$ cat config.mk
export PLATFORM = sky130hd
export DESIGN_NAME = sn74193
export DESIGN_NICKNAME = d
export VERILOG_FILES = /design/src/rtl/sn74193.sv
export SDC_FILE = /design/constraint.sdc
export NUM_CORES = 1
export LEC_CHECK = 0
export BUFFER_PORTS_ARGS = -buffer_cell sky130_fd_sc_hd__buf_4
export CORE_AREA = 3 3 40 42
export CTS_CLUSTER_DIAMETER = 120
export CTS_CLUSTER_SIZE = 8
export DETAILED_ROUTE_END_ITERATION = 16
export DIE_AREA = 0 0 43 45
export SLEW_MARGIN = 20
export SYNTH_ARGS = -nofsm -noshare
export SYNTH_HDL_FRONTEND = slang
export SYNTH_SLANG_ARGS = --single-unit
$ cat constraint.sdc
create_clock -name mclk -period 2.6 [get_ports mclk]
set_input_delay 0.13 -clock mclk [delete_from_list [all_inputs] [get_ports mclk]]
set_output_delay 0.13 -clock mclk [all_outputs]
set_load 0.01 [all_outputs]
$ cat src/rtl/sn74193.sv
// sn74193: behavioural SN74193 synchronous 4-bit up/down binary counter.
// The chip's count clocks (up, down) are sampled on the master clock and
// edge-detected, so every register updates only on posedge mclk.
//
// Ports:
//   mclk      in   master simulation clock, all state updates on posedge
//   rst       in   synchronous active-high reset
//   up        in   count-up clock pin, counts on rising edge
//   down      in   count-down clock pin, counts on rising edge
//   clr       in   clear, active-high
//   load_n    in   parallel load, active-low, level-sensitive
//   d         in   parallel load data [WIDTH-1:0]
//   q         out  counter value [WIDTH-1:0]
//   carry_n   out  terminal-count-up pulse, active-low
//   borrow_n  out  terminal-count-down pulse, active-low
//   fault     out  sticky illegal-clocking flag (only with SN74193_FAULT_EN)
//
// Optional feature: define SN74193_FAULT_EN to add the fault output.
module sn74193 #(
  parameter int unsigned WIDTH = 4
) (
  input  logic             mclk,
  input  logic             rst,
  input  logic             up,
  input  logic             down,
  input  logic             clr,
  input  logic             load_n,
  input  logic [WIDTH-1:0] d,
  output logic [WIDTH-1:0] q,
  output logic             carry_n,
`ifdef SN74193_FAULT_EN
  output logic             borrow_n,
  output logic             fault
`else
  output logic             borrow_n
`endif
);

  logic             old_up;
  logic             old_down;
  logic             up_rise;
  logic             down_rise;
  logic             count_en;
  logic [WIDTH-1:0] q_next;

  assign up_rise   = up && !old_up;
  assign down_rise = down && !old_down;
  assign count_en  = !clr && load_n;

  // Next counter value; a count edge only takes effect while the other
  // clock pin is idle high and not itself rising this cycle.
  always_comb begin
    q_next = q;
    if (clr) begin
      q_next = '0;
    end else if (!load_n) begin
      q_next = d;
    end else if (up_rise && down && !down_rise) begin
      q_next = q + 1'b1;
    end else if (down_rise && up && !up_rise) begin
      q_next = q - 1'b1;
    end
  end

  // Carry/borrow are computed from the value being written so that their
  // rising edge coincides with the wrap, giving a clean downstream clock.
  always_ff @(posedge mclk) begin
    if (rst) begin
      q        <= '0;
      carry_n  <= 1'b1;
      borrow_n <= 1'b1;
      old_up   <= 1'b1;
      old_down <= 1'b1;
    end else begin
      q        <= q_next;
      carry_n  <= !(!up && (q_next == '1));
      borrow_n <= !(!down && (q_next == '0));
      old_up   <= up;
      old_down <= down;
    end
  end

`ifdef SN74193_FAULT_EN
  // Sticky until reset: simultaneous count edges while counting, or an edge
  // on one pin while the other pin is low.
  always_ff @(posedge mclk) begin
    if (rst) begin
      fault <= 1'b0;
    end else if ((count_en && up_rise && down_rise) ||
                 (up_rise && !down) || (down_rise && !up)) begin
      fault <= 1'b1;
    end
  end
`else
  logic unused_count_en;
  assign unused_count_en = count_en;
`endif

endmodule

==> out/results.txt <==
Initial antenna violation count -> 0
Clk root buf -> clkbuf_4
Min-Delay Path Class -> input pin to register
Worst Path Buf+Inv -> 1
DIE AREA -> 1935 um^2
Starting density of the core -> 0.3574
Ys flop type -> dfxtp_1
Mux cell area share after synthesis -> 0
Post-route cell area -> 605.6 um^2
Global placement routability congestion -> 0.7218
Outcome -> finished clean
Yosys Warn Count -> 0
Post-synth EDFFs -> 0
Die Y -> 45 um
Die width -> 43 um
GR Util All Layers -> 0.1151
# clock sinks -> 8
Share of the synthesized area in the top cell type -> 0.3488
PwrDens -> 456.1 nW/um^2
Tmin final -> 1.816 ns
Synth area leaders -> dfxtp_1 (35%), nor2_1 (8.2%), ha_1 (5.4%)
Detailed Routing Iterations Pass 1 -> 4
H-tree levels -> 1
Worst setup SP type -> register
DRC -> 0
Xor/xnor share of the synthesized area -> 0.03815
Compound-Gate Fraction of Synth Area -> 0.1608
Clk Latency, worst-skew pair -> 0.25 ns
Post-Synth Adder-Cell Area -> 0.05450
Post-synthesis sequential area ratio -> 0.3488
Clk pin slew, worst setup/hold paths -> 0.05 ns
CP max-delay cell -> dfxtp_1
Fmax -> 0.5507 GHz
# port buffers -> 15
Post-cts sizing count -> 0
Slew Viols, Final -> 0
Mapped Area -> 459.2 um^2
Num CTS Buffers -> 3
Mapped Nets -> 63
Post-DP Area -> 583.1 um^2
GR Overflow Total -> 0
CTS Hold Buffers Added -> 0
Core box area -> 1285 um^2
Antenna Nets Post-Route -> 0
Max Clock Skew -> 0.003948 ns
WP data arrival -> 1.93 ns
Final wirelength -> 1003 um
VDD IR max -> 0.2257 mV
Slew HR -> 0.7521
Worst path max stage delay -> 0.44 ns
Count of cell types in the netlist -> 29
Crit Path Max Fanout -> 7
Endpoints failing setup -> 0
Critical path endpoint category -> register
Worst-margin pin slew -> 0.3696 ns
Reg area -> 160.2 um^2
Fillers -> 130
Fraction of layout cells with a size suffix above 1 -> 0.3529
Ant diodes -> 0
Routed via count -> 448
Area of the multi-input gates -> 284.0 um^2
Synth area leader -> dfxtp_1
Final HPWL DP -> 775.8 um
Flops & latches, synth -> 8
Main combinational cell family by area after synthesis -> simple AND/OR/NAND/NOR gates
Synth Instances -> 51
Post-layout nets -> 82
Maxcap violations -> 0
Top-count cell post-synth -> nor2_1
P_leak -> 0.0002519 uW
Async set-or-reset flop fraction in the synthesized netlist -> 0
I/O Pins -> 16
Setup TNS -> 0 ns
Avg WL per Cell -> 12.08 um
First-pass GRT wire length -> 1628 um
Syn Area/Cell -> 9.004 um^2
1st-iter DRT viols -> 12
CP cell instances -> inv_1 > ha_1 > nor3b_1 > o21bai_1 > a311o_2 > nand4bb_1
Vias in the first global route -> 374
Kind of critical path -> register to register
Clock Tree Buf Depth -> 2
Final hold vios -> 0
Synth cell count leaders -> nor2_1 (10), dfxtp_1 (8)
Via-to-Cell Ratio -> 5.398
Setup bufs post-CTS -> 0
Area Overhead vs Synth -> 31.88%
Num rows -> 13
Tcrit/Tclk final -> 0.6984
RSZ-0062 raised after global routing -> false
CP required -> 2.72 ns
Largest net degree at the start of global routing -> 10
CTS tree -> done
Synth Area in Simple Gates -> 0.3651
CP top delay family -> compound AO/OA/AOI/OAI gates
==> registers in the layout (all words and copies together), names as in the netlist <==
name	cells
borrow_n	1
old_up	1
old_down	1
q	4
carry_n	1
==> area by class of cell <==
cell class | count | share of cell area
multi-input combinational | 40 | 0.4690
tap | 15 | 0.03099
clock buffer | 3 | 0.03719
sequential | 8 | 0.2645
timing repair buffer | 15 | 0.1860
inverter | 2 | 0.01240
==> metal layers <==
layer / GRT usage / wire length [um]
met5: 0 / 0
met4: 0.07229 / 8
met3: 0.04382 / 100
met2: 0.1617 / 434
met1: 0.1477 / 459
==> stage by stage <==
step                      hold WS (ns)  utilization  setup WS, ns  instances  total power (uW)
after CTS                      0.07411       0.4713        0.7705         83             280.1
after global routing           0.07602       0.4713        0.6502         83             292.8
after detailed placement        0.3374       0.4537        0.7721         80             188.7
final                          0.07752       0.4713        0.7841         83             276.2
after global placement          0.3367       0.4537        0.7430         80             189.1
after floorplan                 0.2016            -        0.8882         51             165.4
==> cell families after synthesis <==
family          count (synthesis)
compound gates                 10
xor+xnor                        2
fa+ha+maj                       2
buf+inv                         3
flops                           8
simple gates                   26
==> report_power, final <==
| part | leakage, uW | switching (uW) | internal, uW |
|---|---|---|---|
| logic | 0.000172 | 22.0 | 29.0 |
| clock network | 0.0000138 | 37.6 | 52.5 |
| registers | 0.0000658 | 6.82 | 128 |
| total | 0.000252 | 66.3 | 210 |
==> placed cells by master, fill, tap and decap left out <==
cell type	Yosys	layout
o21bai_1	1	1
nand3b_1	2	2
nor2_1	10	10
and4b_4	1	1
a21oi_1	2	2
or2_2	2	2
a311o_1	1	1
nand2_1	1	1
o21ai_1	1	1
dfxtp_1	8	8
nor2b_1	1	1
o211ai_1	1	1
nand4bb_1	1	1
xnor2_1	2	2
or3b_1	1	1
a311o_2	1	1
nand4b_1	1	1
nor3b_1	1	1
ha_1	2	2
nor4_1	1	1
or3_1	1	1
buf_4	1	15
clkbuf_4	0	3
a211oi_1	1	1
and4_4	1	1
nand3_1	1	1
or4b_4	1	1
a2bb2oi_1	1	1
a31oi_1	1	1
inv_1	2	2
==> path summary, 6_finish.rpt <==
kind	from	endpoint	slack [ns]	cells after the start
worst max register to register	q[0]	carry_n	0.78	6
worst max-delay path	q[0]	carry_n	0.78	6
worst min register to register	q[3]	borrow_n	0.61	3
worst min-delay path	rst	q[2]	0.08	2
Note: power is estimated with default switching activity, not from simulation.
